$ cat config.mk
export PLATFORM = sky130hd
export DESIGN_NAME = rx_bit_timer
export DESIGN_NICKNAME = d
export VERILOG_FILES = /design/src/rtl/rx_timer_pkg.sv /design/src/rtl/sync_flex_counter.sv /design/src/rtl/rx_bit_timer.sv
export SDC_FILE = /design/constraint.sdc
export NUM_CORES = 1
export LEC_CHECK = 0
export BUFFER_PORTS_ARGS = -buffer_cell sky130_fd_sc_hd__buf_2
export CORE_ASPECT_RATIO = 0.6
export CORE_UTILIZATION = 44
export CTS_CLUSTER_SIZE = 25
export DETAILED_ROUTE_END_ITERATION = 8
export PLACE_DENSITY = 0.67
export SYNTH_ARGS = -nofsm -noshare
export SYNTH_HDL_FRONTEND = slang
export SYNTH_SLANG_ARGS = --single-unit
$ cat constraint.sdc
create_clock -name clk -period 6.46 [get_ports clk]
set_input_delay 1.292 -clock clk [delete_from_list [all_inputs] [get_ports clk]]
set_output_delay 1.292 -clock clk [all_outputs]
set_load 0.02 [all_outputs]
$ cat src/rtl/rx_timer_pkg.sv
// Shared types and default widths for the receiver bit/packet timer.
package rx_timer_pkg;

  localparam int DEF_CNT_W = 4;
  localparam int DEF_BIT_W = 4;

  typedef enum logic [1:0] {
    IDLE  = 2'b00,
    FIRST = 2'b01,
    RUN   = 2'b10,
    DONE  = 2'b11
  } timer_state_e;

endpackage

$ cat src/rtl/sync_flex_counter.sv
// Enabled up-counter that wraps to zero on the enabled cycle in which it
// equals rollover_val; rollover_flag marks that wrap point combinationally.
module sync_flex_counter #(
  parameter int WIDTH = 4
) (
  input  logic             clk,
  input  logic             n_rst,
  input  logic             clear,
  input  logic             count_enable,
  input  logic [WIDTH-1:0] rollover_val,
  output logic [WIDTH-1:0] count_out,
  output logic             rollover_flag
);

  assign rollover_flag = (count_out == rollover_val);

  // Count register; clear takes priority over counting.
  always_ff @(posedge clk) begin
    if (!n_rst) begin
      count_out <= {WIDTH{1'b0}};
    end else if (clear) begin
      count_out <= {WIDTH{1'b0}};
    end else if (count_enable) begin
      if (rollover_flag) begin
        count_out <= {WIDTH{1'b0}};
      end else begin
        count_out <= count_out + WIDTH'(1'b1);
      end
    end else begin
      count_out <= count_out;
    end
  end

endmodule

$ cat src/rtl/rx_bit_timer.sv
// Bit/packet timer: mid-bit first strobe, periodic shift strobes, packet-done
// pulse; supports pause via enable_timer and synchronous abort.
module rx_bit_timer
  import rx_timer_pkg::*;
#(
  parameter int CNT_W = DEF_CNT_W,
  parameter int BIT_W = DEF_BIT_W
) (
  input  logic             clk,
  input  logic             n_rst,
  input  logic             enable_timer,
  input  logic             abort,
  input  logic [CNT_W-1:0] bit_period,
  input  logic [CNT_W-1:0] first_offset,
  input  logic [BIT_W-1:0] packet_bits,
  output logic             shift_strobe,
  output logic             packet_done,
  output logic             busy,
  output logic [BIT_W-1:0] bit_count
);

  timer_state_e     state_r;
  logic [CNT_W-1:0] first_m1_r;
  logic [CNT_W-1:0] period_m1_r;
  logic [BIT_W-1:0] bits_m1_r;
  logic             last_r;
  logic             shift_strobe_r;
  logic             packet_done_r;
  logic             busy_r;
  logic [BIT_W-1:0] bit_count_r;

  logic             start_s;
  logic             per_en_s;
  logic             cnt_clr_s;
  logic             per_flag_s;
  logic             per_hit_s;
  logic             bit_flag_s;
  logic [CNT_W-1:0] per_roll_s;
  logic [BIT_W-1:0] bit_roll_s;
  logic [CNT_W-1:0] per_cnt_unused_s;
  logic [BIT_W-1:0] bit_cnt_s;

  // Targets are stored minus one, with a programmed 0 behaving like 1.
  function automatic logic [CNT_W-1:0] cnt_m1(input logic [CNT_W-1:0] v);
    if (v == {CNT_W{1'b0}}) begin
      return {CNT_W{1'b0}};
    end else begin
      return v - CNT_W'(1'b1);
    end
  endfunction

  function automatic logic [BIT_W-1:0] bit_m1(input logic [BIT_W-1:0] v);
    if (v == {BIT_W{1'b0}}) begin
      return {BIT_W{1'b0}};
    end else begin
      return v - BIT_W'(1'b1);
    end
  endfunction

  // Counter controls; in IDLE the live inputs are used so cycle 0 already counts.
  always_comb begin
    start_s    = (state_r == IDLE) & enable_timer & ~abort;
    per_en_s   = 1'b0;
    cnt_clr_s  = 1'b1;
    per_roll_s = period_m1_r;
    bit_roll_s = bits_m1_r;
    case (state_r)
      IDLE: begin
        per_roll_s = cnt_m1(first_offset);
        bit_roll_s = bit_m1(packet_bits);
        per_en_s   = start_s;
        cnt_clr_s  = ~start_s;
      end
      FIRST: begin
        per_roll_s = first_m1_r;
        per_en_s   = enable_timer & ~last_r & ~abort;
        cnt_clr_s  = abort;
      end
      RUN: begin
        per_roll_s = period_m1_r;
        per_en_s   = enable_timer & ~last_r & ~abort;
        cnt_clr_s  = abort;
      end
      DONE: begin
        per_en_s  = 1'b0;
        cnt_clr_s = 1'b1;
      end
      default: begin
        per_en_s  = 1'b0;
        cnt_clr_s = 1'b1;
      end
    endcase
    per_hit_s = per_en_s & per_flag_s;
  end

  sync_flex_counter #(.WIDTH(CNT_W)) u_period_cnt (
    .clk           (clk),
    .n_rst         (n_rst),
    .clear         (cnt_clr_s),
    .count_enable  (per_en_s),
    .rollover_val  (per_roll_s),
    .count_out     (per_cnt_unused_s),
    .rollover_flag (per_flag_s)
  );

  // Wraps on the final strobe, so its flag flags the strobe that ends the packet.
  sync_flex_counter #(.WIDTH(BIT_W)) u_bit_cnt (
    .clk           (clk),
    .n_rst         (n_rst),
    .clear         (cnt_clr_s),
    .count_enable  (per_hit_s),
    .rollover_val  (bit_roll_s),
    .count_out     (bit_cnt_s),
    .rollover_flag (bit_flag_s)
  );

  // Packet FSM with registered outputs; last_r marks a visible final strobe.
  always_ff @(posedge clk) begin
    if (!n_rst) begin
      state_r        <= IDLE;
      first_m1_r     <= {CNT_W{1'b0}};
      period_m1_r    <= {CNT_W{1'b0}};
      bits_m1_r      <= {BIT_W{1'b0}};
      last_r         <= 1'b0;
      shift_strobe_r <= 1'b0;
      packet_done_r  <= 1'b0;
      busy_r         <= 1'b0;
      bit_count_r    <= {BIT_W{1'b0}};
    end else if (abort) begin
      state_r        <= IDLE;
      last_r         <= 1'b0;
      shift_strobe_r <= 1'b0;
      packet_done_r  <= 1'b0;
      busy_r         <= 1'b0;
      bit_count_r    <= {BIT_W{1'b0}};
    end else begin
      shift_strobe_r <= per_hit_s;
      packet_done_r  <= 1'b0;
      case (state_r)
        IDLE: begin
          if (start_s) begin
            first_m1_r  <= cnt_m1(first_offset);
            period_m1_r <= cnt_m1(bit_period);
            bits_m1_r   <= bit_m1(packet_bits);
            busy_r      <= 1'b1;
            last_r      <= per_hit_s & bit_flag_s;
            state_r     <= per_hit_s ? RUN : FIRST;
            bit_count_r <= per_hit_s ? (bit_cnt_s + BIT_W'(1'b1)) : {BIT_W{1'b0}};
          end else begin
            busy_r <= 1'b0;
            last_r <= 1'b0;
          end
        end
        FIRST, RUN: begin
          if (last_r) begin
            state_r       <= DONE;
            packet_done_r <= 1'b1;
            last_r        <= 1'b0;
          end else if (per_hit_s) begin
            state_r     <= RUN;
            last_r      <= bit_flag_s;
            bit_count_r <= bit_cnt_s + BIT_W'(1'b1);
          end else begin
            state_r <= state_r;
          end
        end
        DONE: begin
          state_r <= IDLE;
          busy_r  <= 1'b0;
        end
        default: begin
          state_r <= IDLE;
          busy_r  <= 1'b0;
        end
      endcase
    end
  end

  assign shift_strobe = shift_strobe_r;
  assign packet_done  = packet_done_r;
  assign busy         = busy_r;
  assign bit_count    = bit_count_r;

endmodule

# Yosys cells after proc, flatten, opt, wreduce, memory -nomap -nowiden
# Index checks and enable logic that the tools add are counted.
# totals
regBits	30
input_bits	16
out_inout_bits	7
wordCells	75
# classes
add_sub_neg	5
eq_ne	9
n_mux	26
bitwise	11
reduce_logical	13
# ops
op	count
two-way mux 4 bit	10
case mux 4 bit (2 select lines)	2
zero test 4 bit	3
subtractor 4 x 1 -> 4 bit, second input constant	3
adder 4 x 1 -> 4 bit, second input constant	2
equality test 4 bit	2
two-way mux 2 bit	4
bitwise AND 1 bit	6
case mux 1 bit (3 select lines)	2
case mux 2 bit (3 select lines)	1
OR reduction 2 bit	3
two-way mux 1 bit	5
NOT 1 bit	5
equality test 2 bit, second input constant	2
inequality test 2 bit, second input constant	2
case mux 1 bit (2 select lines)	2
AND reduction 4 bit	1
nonzero test 2 bit	2
inequality test 3 x 1 -> 1 bit, second input constant	1
AND reduction 3 bit	1
OR reduction 3 bit	1
equality test 2 x 1 -> 1 bit, second input constant	1
zero test 2 bit	1
inequality test 2 x 1 -> 1 bit, second input constant	1
AND reduction 2 bit	1

# Longest topological paths before layout
# Gate-level depths: netlist of the first run.
# depth
depth_word	8
ltp_mapped	9
mapped_depth_nobuf	8

# Cells and area by module
# Synthesis of the first run repeated with hierarchy kept, for this count alone.
# unflattened
hier_cells	219
area_unflattened_um2	1869.3
# by_module_without_submodules
mod	n_inst	cells_each	area_per_inst_um2	seq_area_each_um2
rx_bit_timer	1	163	1253.7	440.4
sync_flex_counter	2	28	307.8	80.1

# Least setup slack after synthesis of the first run
# Ideal clock, no wire load.
# synth_path
path_type	input to register
start	in first_offset[1]
end	reg bit_count_r[3] (netlist: bit_count[3])
setup_time_ns	0.120
arrival_ns	2.676
t_required_ns	6.340
slack_ns	3.663
stages	6
n_path_buf	0
path_cell_list	or3_1 -> a221oi_2 -> mux2i_1 -> o2111a_2 -> o22ai_2 -> o2bb2ai_1
# synth_via
elab_chain_cells	8
word_cells_on_any_way	11
cone_classes	add/sub: 1; eq/ne: 2; mux: 5; bitwise: 1; reduce/logical: 2
# synth_rtl
element	line_no	text
start, declared	rx_bit_timer.sv:14	input logic [CNT_W-1:0] first_offset,
subtractor 4 x 1 -> 4 bit or zero test 4 bit (tied branches)	rx_bit_timer.sv:48, rx_bit_timer.sv:45	
two-way mux 4 bit (*)	rx_bit_timer.sv:45	if (v == {CNT_W{1'b0}}) begin
case mux 4 bit (2 select lines) (*)	rx_bit_timer.sv:67	case (state_r)
equality test 4 bit (*)	sync_flex_counter.sv:15	assign rollover_flag = (count_out == rollover_val);
bitwise AND 1 bit (*)	rx_bit_timer.sv:93	per_hit_s = per_en_s & per_flag_s;
two-way mux 4 bit	rx_bit_timer.sv:148	bit_count_r <= per_hit_s ? (bit_cnt_s + BIT_W'(1'b1)) : {BIT_W{1'b0}};
two-way mux 4 bit	rx_bit_timer.sv:141	if (start_s) begin
case mux 4 bit (2 select lines)	rx_bit_timer.sv:139	case (state_r)
end signal, assigned	rx_bit_timer.sv:135	bit_count_r <= {BIT_W{1'b0}};
end signal, assigned	rx_bit_timer.sv:148	
end signal, assigned	rx_bit_timer.sv:162	bit_count_r <= bit_cnt_s + BIT_W'(1'b1);
end, declared	rx_bit_timer.sv:30	logic [BIT_W-1:0] bit_count_r;
# Every way passes the cells marked *; elsewhere a longest branch is shown, timed or not. The select of a mux whose other input is x is not followed.
# A chain may end at the register's enable or synchronous reset.

# Worst setup path after layout of the first run
# layout_path
start	in first_offset[1]
end	reg u_period_cnt.count_out[0]
# layout_via
elab_chain_cells	5
word_cells_on_any_way	6
cone_classes	add/sub: 1; eq/ne: 1; mux: 3; reduce/logical: 1
# layout_rtl
element	line_no	text
subtractor 4 x 1 -> 4 bit or zero test 4 bit (tied branches)	rx_bit_timer.sv:48, rx_bit_timer.sv:45	
two-way mux 4 bit (*)	rx_bit_timer.sv:45	
case mux 4 bit (2 select lines) (*)	rx_bit_timer.sv:67	
equality test 4 bit (*)	sync_flex_counter.sv:15	
two-way mux 4 bit (*)	sync_flex_counter.sv:24	if (rollover_flag) begin
end signal, assigned	sync_flex_counter.sv:20	count_out <= {WIDTH{1'b0}};
end signal, assigned	sync_flex_counter.sv:25	count_out <= {WIDTH{1'b0}};
end signal, assigned	sync_flex_counter.sv:27	count_out <= count_out + WIDTH'(1'b1);
end, declared	sync_flex_counter.sv:11	output logic [WIDTH-1:0] count_out,
# Every way passes the cells marked *; elsewhere a longest branch is shown, timed or not.

==> results.ini, run 1 <==
[synth]
yosys_warnings=0
yosysSeqAreaShare_pct=33.2
synthArstFlopShare_pct=0
synth-adder-area-share_pct=4.84
netlist_area_mm2=0.00181
syn-num-nets=234
synth_area_leaders=dfxtp_1, ha_1, nor2_1
yosysTopAreaCellShare_pct=33.2
avgSynthCellArea_um2=8.57
synth.most_common_cell=dfxtp_1
synth_seq_cells=30
synth_cell_types=55
synth_top_family_by_area=compound AO/OA/AOI/OAI gates
synth_edf_count=0
synth_compound_area_share_pct=28.5
synth.top_cells.by_count=dfxtp_1, nor2_1, nand2_1
ys.flop_type=dfxtp_1
syn_inst=211
synth-simple-area-share_pct=24.7
yosys.area_share.xor_xnor_pct=4.29
muxShareOfSynthArea_pct=1.11
synth_top_area_cell=dfxtp_1

[power_and_ir_drop]
power_density_mw_per_mm2=219
p_clk_share_pct=35.5
internal_power_mw=0.314
vdd_drop_max_uv=117
seq_power_share_pct=44.0
power_mw=0.446
swShare_pct=29.6
combinationalPowerShare_pct=20.5
p_sw_mw=0.132
power_leakage_nw=0.777

[placed_design]
dpl.hpwl_mm=2.97
gp_congestion=0.846
portBuffers=22

[clock_network]
cts_tree=done
root_buffer=clkbuf_8
post_cts_buffers=0
path_clk_slew_ps=60
holdBufCountCts=0
clock_latency_ps=290
cts_buffers=5
cts_max_level=2
cts_resized=0
clk_path_buf_depth=2
clock-sinks=30

[global_routing]
grt_overflow=0
grt_max_degree=25
grt_first_pass_wirelength_mm=6.77
grt_pass1_vias=1408
grtUsageTotal_pct=20.2
antenna_found_initial=0

[finish]
num_antenna_cells=0
nets=257
area_growth_pct=12.7
multi_input_area_mm2=0.00115
layout-drive-gt1-share_pct=18.3
seq_area_um2=601
fillCellCount=385

[die]
die_w_um=84.8
core_region_area_mm2=0.00381
num_rows=17
dieHeight_um=51.7
die-area_mm2=0.00438
num_io_pins=23
start_util_pct=47.5

[routing]
ant_nets=0
drt-initial-drc-count=120
drcViolationCount=0
routedWlPerCell_um=14.1
firstDrtPassIters=6
vias_per_cell=5.75
totalWireLength_mm=3.98
via_count=1621

[sta]
fmax_ghz=0.350
slew-limit-headroom_pct=45.2
rsz0062_at_grt=no
period_needed_ps=2850
skew_ps=6.63
maxSlewViolCount=0
final.setup.tns_ps=0
setup_violations=0
finalHoldViolCount=0
fin_crit_sh_pct=44.2
tightest_slew_ps=822

[worst_setup_path]
path_max_fanout=6
timing.rr.start=state_r[1]
critical_path_required_ps=6620
cp-end-kind=flop
critPathArrivalTime_ps=3020
r2r-end=u_period_cnt.count_out[0]
reg2reg_depth=8
r2r_slack_ps=3790
worst_setup_path_start_kind=input pin
critPathKind=input pin to flop

[hold_path]
hold_path_depth=2
hp-start=bits_m1_r[3]
hold_path_class=flop to flop
hold_end=bits_m1_r[3]

[run_status]
status=complete, no violations

[run]
drv_cap=0

[how the worst max path moves through the flow]
stage	slack, ps	cells after the start	startpoint	end
6_report	3610	7	first_offset[1]	u_period_cnt.count_out[0]
2_1_floorplan	3660	6	first_offset[1]	bit_count[3]
3_3_place_gp	3410	7	first_offset[1]	u_bit_cnt.count_out[2]
5_1_grt	3450	7	first_offset[1]	u_period_cnt.count_out[3]
3_5_place_dp	3310	7	first_offset[1]	u_period_cnt.count_out[3]
4_1_cts	3620	7	first_offset[1]	u_period_cnt.count_out[0]
[power by group through the flow]
stage,logic [mW],registers (mW),clock network (mW)
floorplan,0.0697,0.199,0
finish,0.0915,0.196,0.158
detailed placement,0.0910,0.200,0
CTS,0.0911,0.196,0.164
global placement,0.0899,0.200,0
global route,0.103,0.197,0.172
[layer usage]
layer	vias to the layer above	routed length, um	GRT usage (%)
met5	-	0	0
met4	0	34	6.78
met3	3	134	5.56
met2	25	1530	27.6
met1	756	2290	30.0
li1	837	-	-
[cell type report]
class | count | area share (%)
multi-input combinational | 167 | 56.3
clock inverter | 1 | 0.246
sequential | 30 | 29.5
clock buffer | 7 | 4.24
tap | 47 | 2.89
inverter | 8 | 1.47
timing repair buffer | 22 | 5.40
[cells by family after synthesis]
kind of cell / Yosys count
flops: 30
compound gates: 68
buf+inv: 14
xor+xnor: 8
mux: 2
simple gates: 82
fa+ha+maj: 7
[per-stage QoR]
stage | util (%) | cells | hold slack, ps | setup slack (ps) | cell area, um2
global route | 53.5 | 282 | 483 | 3450 | 2040
finish | 53.5 | 282 | 457 | 3610 | 2040
CTS | 53.5 | 282 | 462 | 3620 | 2040
global placement | 51.1 | 274 | 448 | 3410 | 1950
floorplan | - | 211 | 439 | 3660 | 1810
detailed placement | 51.1 | 274 | 450 | 3310 | 1950
[sequential cells by signal, summed over array words and instances (netlist names)]
| signal | count |
|---|---|
| bits_m1_r | 4 |
| u_bit_cnt.count_out | 4 |
| last_r | 1 |
| u_period_cnt.count_out | 4 |
| state_r | 2 |
| shift_strobe | 1 |
| busy | 1 |
| first_m1_r | 4 |
| bit_count | 4 |
| period_m1_r | 4 |
| packet_done | 1 |
[cells in the final DEF (no fill, tap or decap), drive strengths merged, types with 3 or more instances in the layout]
| cell type | Yosys | layout |
|---|---|---|
| dfxtp | 30 | 30 |
| buf | 2 | 22 |
| nor2 | 16 | 16 |
| nand2 | 15 | 15 |
| o21ai | 13 | 13 |
| a21oi | 10 | 10 |
| inv | 8 | 8 |
| nor3 | 8 | 8 |
| o21a | 7 | 7 |
| ha | 7 | 7 |
| nand3 | 7 | 7 |
| clkbuf | 4 | 7 |
| nor2b | 6 | 6 |
| nor3b | 6 | 6 |
| o211ai | 6 | 6 |
| nand2b | 5 | 5 |
| and2 | 5 | 5 |
| or3 | 4 | 4 |
| xor2 | 4 | 4 |
| a21boi | 4 | 4 |
| o2bb2ai | 4 | 4 |
| xnor2 | 4 | 4 |
| o211a | 3 | 3 |
| o2111ai | 3 | 3 |
| o22ai | 3 | 3 |
[worst max-delay path, cell delays in order]
cell and delay, ps:
buf_2 130, or3_1 400, a221oi_2 260, mux2i_1 300, o2111ai_1 320, nand2_1 250
a21oi_1 60
Power figures use the tool's default switching activity.
==> run 2: changes to the inputs <==
--- a/config.mk
+++ b/config.mk
@@ -10,7 +10,7 @@
 export CORE_UTILIZATION = 44
 export CTS_CLUSTER_SIZE = 25
 export DETAILED_ROUTE_END_ITERATION = 8
-export PLACE_DENSITY = 0.67
+export PLACE_DENSITY = 0.7
 export SYNTH_ARGS = -nofsm -noshare
 export SYNTH_HDL_FRONTEND = slang
 export SYNTH_SLANG_ARGS = --single-unit
==> constraint.sdc (replaced) <==
create_clock -name clk -period 2.53 [get_ports clk]
set_input_delay 0.506 -clock clk [delete_from_list [all_inputs] [get_ports clk]]
set_output_delay 0.506 -clock clk [all_outputs]
set_load 0.02 [all_outputs]
==> run 2 against run 1 <==
Against the previous run:
- sequential share of layout area decreased by 0.89 points
- global-route usage increased by 0.32 points
- sequential power increased to 2.6 times the previous value
- routed wire length decreased by 0.80%
- first-iteration DRC count decreased by 30%
- final area increased by 3.1%
- largest power group unchanged
==> results.ini, run 2 (synthesis gave the netlist of run 1 again) <==
[routing]
vias_per_cell=5.71  ; -0.69%
totalWireLength_mm=3.95  ; -0.80%
firstDrtPassIters=6  ; unchanged
ant_nets=0  ; unchanged
routedWlPerCell_um=13.9  ; -1.8%
drt-initial-drc-count=84  ; -30%
via_count=1627  ; +0.37%
drcViolationCount=0  ; unchanged

[placed_design]
place_inst=278  ; +1.5%
portBuffers=22  ; unchanged
dpl.hpwl_mm=2.99  ; +0.65%
gp_congestion=0.835  ; -1.3%

[sta]
fmax_ghz=0.427
finalHoldViolCount=0  ; unchanged
tightest_slew_ps=487  ; -334 ps
maxSlewViolCount=0  ; unchanged
skew_ps=2.75  ; -3.88 ps
rsz0062_at_grt=no
fin_crit_sh_pct=92.6
slew-limit-headroom_pct=67.0  ; +22 points
final.setup.tns_ps=0  ; unchanged
period_needed_ps=2340
hold_ws_ps=458  ; +1.24 ps
setup_violations=0  ; unchanged

[finish]
num_antenna_cells=0  ; unchanged
final_common_cell=dfxtp_1
layout_common_cells=dfxtp_1, buf_2, nor2_1
multi_input_area_mm2=0.00116  ; +1.1%
area_growth_pct=16.2
layout.cells.non_filler=285  ; +1.1%
fin_util_pct=55.2  ; +1.7 points
fillCellCount=341  ; -11%
nets=261  ; +1.6%
layout-drive-gt1-share_pct=21.0  ; +2.7 points
seq_area_um2=601  ; unchanged

[die]
num_io_pins=23  ; unchanged
dieHeight_um=51.7  ; unchanged
num_rows=17  ; unchanged
die_w_um=84.8  ; unchanged
start_util_pct=47.5  ; unchanged
die-area_mm2=0.00438  ; unchanged
core_region_area_mm2=0.00381  ; unchanged

[hold_path]
hold_path_class=flop to flop

[worst_setup_path]
critical_path_required_ps=2750  ; -3870 ps
slowest_delay_ps=410  ; about the same
r2r_slack_ps=190  ; -3600 ps
critPathArrivalTime_ps=2560  ; -460 ps
cp-end-kind=flop
crit_chain=inv_1 -> ha_2 -> and2b_2 -> a221oi_2 -> mux2i_2 -> o2111a_2 -> nand3_2 -> o2bb2ai_1
critPathKind=flop to flop
cpMaxStageDelayCell=dfxtp_1
worst_setup_path_start_kind=flop
path_max_fanout=10  ; +4

[clock_network]
cts_max_level=2  ; unchanged
cts_tree=done
clk_path_buf_depth=2  ; unchanged
clock_latency_ps=280  ; about the same
clock-sinks=30  ; unchanged
cts_buffers=5  ; unchanged
path_clk_slew_ps=60  ; about the same
post_cts_buffers=0  ; unchanged
root_buffer=clkbuf_8

[power_and_ir_drop]
power_leakage_nw=0.802  ; +3.2%
vdd_drop_max_uv=349  ; +200%
power_density_mw_per_mm2=590  ; +170%

[global_routing]
grt_first_pass_wirelength_mm=6.81  ; +0.62%
grt.busiest_layer=met1
antenna_found_initial=0  ; unchanged
grt_max_degree=17  ; -32%
grt_util_met3_pct=5.71  ; +0.16 points
grtUsageTotal_pct=20.5  ; +0.32 points
grtUsageMet1_pct=29.9  ; -0.049 points
grt_overflow=0  ; unchanged
grtUsageMet2_pct=28.9  ; +1.2 points
grt_pass1_vias=1434  ; +1.8%

[run]
drv_cap=0  ; unchanged

[run_status]
status=complete, no violations

[run 2: changes by cell type in the layout (fill, tap and decap cells not counted)]
cell / change
bufinv_16: +1
o2111ai_1: -1
ha_1: -1
o2111ai_2: +1
mux2i_2: +1
mux2i_1: -1
buf_4: +4
clkinv_2: -1
clkbuf_1: -1
ha_2: +1
[run 2: power by group]
group	total, mW	switching [mW]	internal (mW)	leakage [nW]
Combinational	0.247	0.145	0.102	0.502
Clock	0.493	0.179	0.315	0.0573
Sequential	0.501	0.0112	0.489	0.244
Total	1.24	0.335	0.906	0.802
[run 2: final timing paths]
check,startpoint,endpoint,cells past startpoint
max,state_r[0],bit_count[1],8
min,bits_m1_r[3],bits_m1_r[3],2
max reg2reg,state_r[0],bit_count[1],8
min reg2reg,bits_m1_r[3],bits_m1_r[3],2
[run 2: metal layers]
layer / share of wire [%] / up-vias
li1: - / 838
met1: 57 / 752
met2: 38 / 32
met3: 4.5 / 5
met4: 0.76 / 0
met5: 0 / -
[run 2: final cells by class]
type                            count  area share (%)
Sequential cell                    30            28.6
Clock buffer                        6            3.93
Tap cell                           47            2.80
Clock inverter                      1            1.43
Multi-Input combinational cell    167            55.2
Inverter                            8            1.43
Timing Repair Buffer               26            6.67
[run 2: stage by stage]
| stage | area (um2) | power (mW) | setup WS, ps |
|---|---|---|---|
| global placement | 1980 | 0.748 | 229 |
| CTS | 2090 | 1.24 | 119 |
| floorplan | 1810 | 0.686 | 508 |
| finish | 2100 | 1.24 | 187 |
| detailed placement | 1980 | 0.750 | 120 |
| global route | 2100 | 1.30 | 39.3 |
[run 2: what timing repair did]
action	in CTS	in global routing
setup endpoints to repair	0	10
hold endpoints to repair	0	0
hold buffers	0	0
resized for setup	0	3
[run 2: worst max-delay path, delay by kind of cell, from the launching register on]
| kind | cells | cell delay [ps] |
|---|---|---|
| compound gates | 3 | 840 |
| flops | 1 | 410 |
| simple gates | 2 | 360 |
| mux | 1 | 320 |
| fa+ha+maj | 1 | 250 |
| buf+inv | 1 | 90 |
==> run 3: changes to the inputs <==
--- a/config.mk
+++ b/config.mk
@@ -11,6 +11,7 @@
 export CTS_CLUSTER_SIZE = 25
 export DETAILED_ROUTE_END_ITERATION = 8
 export PLACE_DENSITY = 0.7
+export RECOVER_POWER = 50
 export SYNTH_ARGS = -nofsm -noshare
 export SYNTH_HDL_FRONTEND = slang
 export SYNTH_SLANG_ARGS = --single-unit
==> run 3 against run 2 <==
Against the previous run:
- via count down 0.55%
- core utilization down 0.53 points
- sequential cell count stayed put
- global-route usage unchanged
- count of clock-buffer cells in the layout unchanged
- critical path type unchanged
- die area stayed put
- largest cell class unchanged
- first-iteration DRC count is 6.0% lower
==> results.ini, run 3 (synthesis gave the netlist of run 1 again) <==
[sta]
worst_slack_ps=193  ; +5.78 ps
fmax_ghz=0.428  ; +0.25%
period_needed_ps=2340  ; -5.78 ps
tightest_slew_ps=488  ; +0.703 ps
setup_violations=0  ; unchanged
skew_ps=2.62  ; -0.127 ps
slew-limit-headroom_pct=67.0  ; about the same
finalHoldViolCount=0  ; unchanged
final.setup.tns_ps=0  ; unchanged
fin_crit_sh_pct=92.4  ; -0.23 points
rsz0062_at_grt=no
maxSlewViolCount=0  ; unchanged
hold_ws_ps=458  ; -0.00600 ps

[worst_setup_path]
path_max_fanout=10  ; unchanged
worst_setup_path_start_kind=flop
reg2reg_depth=8  ; unchanged
cp-end-kind=flop
critical_path_required_ps=2750  ; about the same
startpoint=state_r[0]
timing.rr.start=state_r[0]
critPathKind=flop to flop
critPathArrivalTime_ps=2550  ; about the same

[run_status]
status=complete, no violations

[finish]
final_common_cell=dfxtp_1
fillCellCount=346  ; +1.5%
layout_common_cells=dfxtp_1, nor2_1, nand2_1, buf_2
nets=261  ; unchanged
area_growth_pct=15.1
num_antenna_cells=0  ; unchanged
layout-drive-gt1-share_pct=16.8  ; -4.2 points

[routing]
drt-initial-drc-count=79  ; -6.0%
firstDrtPassIters=6  ; unchanged
totalWireLength_mm=3.93  ; -0.43%
drcViolationCount=0  ; unchanged
ant_nets=0  ; unchanged
routedWlPerCell_um=13.8  ; -0.43%
vias_per_cell=5.68  ; -0.55%
via_count=1618  ; -0.55%

[hold_path]
hold_path_class=flop to flop
hp-start=bits_m1_r[3]
hold_path_depth=2  ; unchanged

[placed_design]
portBuffers=22  ; unchanged
dpl_worst_slack_ps=120  ; unchanged
gp_congestion=0.835  ; unchanged
dpl.hpwl_mm=2.99  ; unchanged

[die]
die-area_mm2=0.00438  ; unchanged
dieHeight_um=51.7  ; unchanged
start_util_pct=47.5  ; unchanged
num_rows=17  ; unchanged
num_io_pins=23  ; unchanged
die_w_um=84.8  ; unchanged
core_region_area_mm2=0.00381  ; unchanged

[run]
drv_cap=0  ; unchanged

[power_and_ir_drop]
swShare_pct=27.0  ; +0.054 points
p_sw_mw=0.334  ; -0.20%
internal_power_mw=0.902  ; -0.47%
power_density_mw_per_mm2=594  ; +0.56%
combinationalPowerShare_pct=19.6  ; -0.3 points
p_clk_share_pct=39.9  ; about the same
vdd_drop_max_uv=346  ; -0.80%
power_leakage_nw=0.760  ; -5.2%
seq_power_share_pct=40.5  ; about the same

[global_routing]
antenna_found_initial=0  ; unchanged
grtUsageTotal_pct=20.5  ; unchanged
grt_pass1_vias=1434  ; unchanged
grt_max_degree=17  ; unchanged
grt_overflow=0  ; unchanged
grt_first_pass_wirelength_mm=6.81  ; unchanged

[clock_network]
cts_tree=done
clock-sinks=30  ; unchanged
clock_latency_ps=280  ; about the same
clk_path_buf_depth=2  ; unchanged
cts_buffers=5  ; unchanged
cts_max_level=2  ; unchanged
root_buffer=clkbuf_8
holdBufCountCts=0  ; unchanged
path_clk_slew_ps=60  ; about the same

run 3: cell count changes in the layout (fill, tap and decap cells not counted):
cell / previous run / this run
clkbuf_1: 0 / 10
buf_2: 22 / 15
buf_4: 4 / 1
run 3: repair_timing:
item,4_1_cts,5_1_grt
endpoints found under the setup margin,0,10
buffers inserted,0,0
endpoints found under the hold margin,0,0
gates resized for setup,0,3
run 3: layout make-up:
cell class	count	area [um2]	share of cell area (%)
multi-input cells	167	1160	55.7
flip-flops and latches	30	601	28.8
repair buffers	26	120	5.77
clock buffers	6	82.6	3.97
well taps	47	58.8	2.82
clock inverters	1	30.0	1.44
inverters	8	30.0	1.44
run 3: power groups by stage:
stage / clock [mW] / sequential [mW] / combinational, mW
6_report: 0.493 / 0.501 / 0.242
5_1_grt: 0.521 / 0.503 / 0.271
4_1_cts: 0.499 / 0.500 / 0.240
3_5_place_dp: 0 / 0.511 / 0.239
3_3_place_gp: 0 / 0.511 / 0.237
2_1_floorplan: 0 / 0.509 / 0.178
run 3: final timing paths:
check | to | slack (ps)
worst min-delay path | bits_m1_r[3] | 460
worst max-delay path | bit_count[1] | 190
worst min register to register | bits_m1_r[3] | 460
worst max register to register | bit_count[1] | 190
run 3: through the flow:
stage	cell area, um2	instances	total power, mW	util (%)
5_1_grt	2080	285	1.29	54.7
2_1_floorplan	1810	211	0.686	-
3_5_place_dp	1980	278	0.750	51.9
4_1_cts	2090	285	1.24	54.9
6_report	2080	285	1.24	54.7
3_3_place_gp	1980	278	0.748	51.9
run 3: worst max-delay path: stages (launching register included):
cell       delay, ps
dfxtp_1          400
inv_1             90
ha_2             250
and2b_2          220
a221oi_2         330
mux2i_2          320
o2111a_2         330
nand3_2          140
o2bb2ai_1        180
run 3: metal layers:
layer | part of all wire [%] | vias up | routed length, um | track usage (%)
met4 | 0.76 | 0 | 30 | 6.78
met3 | 4.7 | 5 | 183 | 5.71
li1 | - | 838 | - | -
met1 | 57 | 743 | 2220 | 29.9
met5 | 0 | - | 0 | 0
met2 | 38 | 32 | 1490 | 28.9
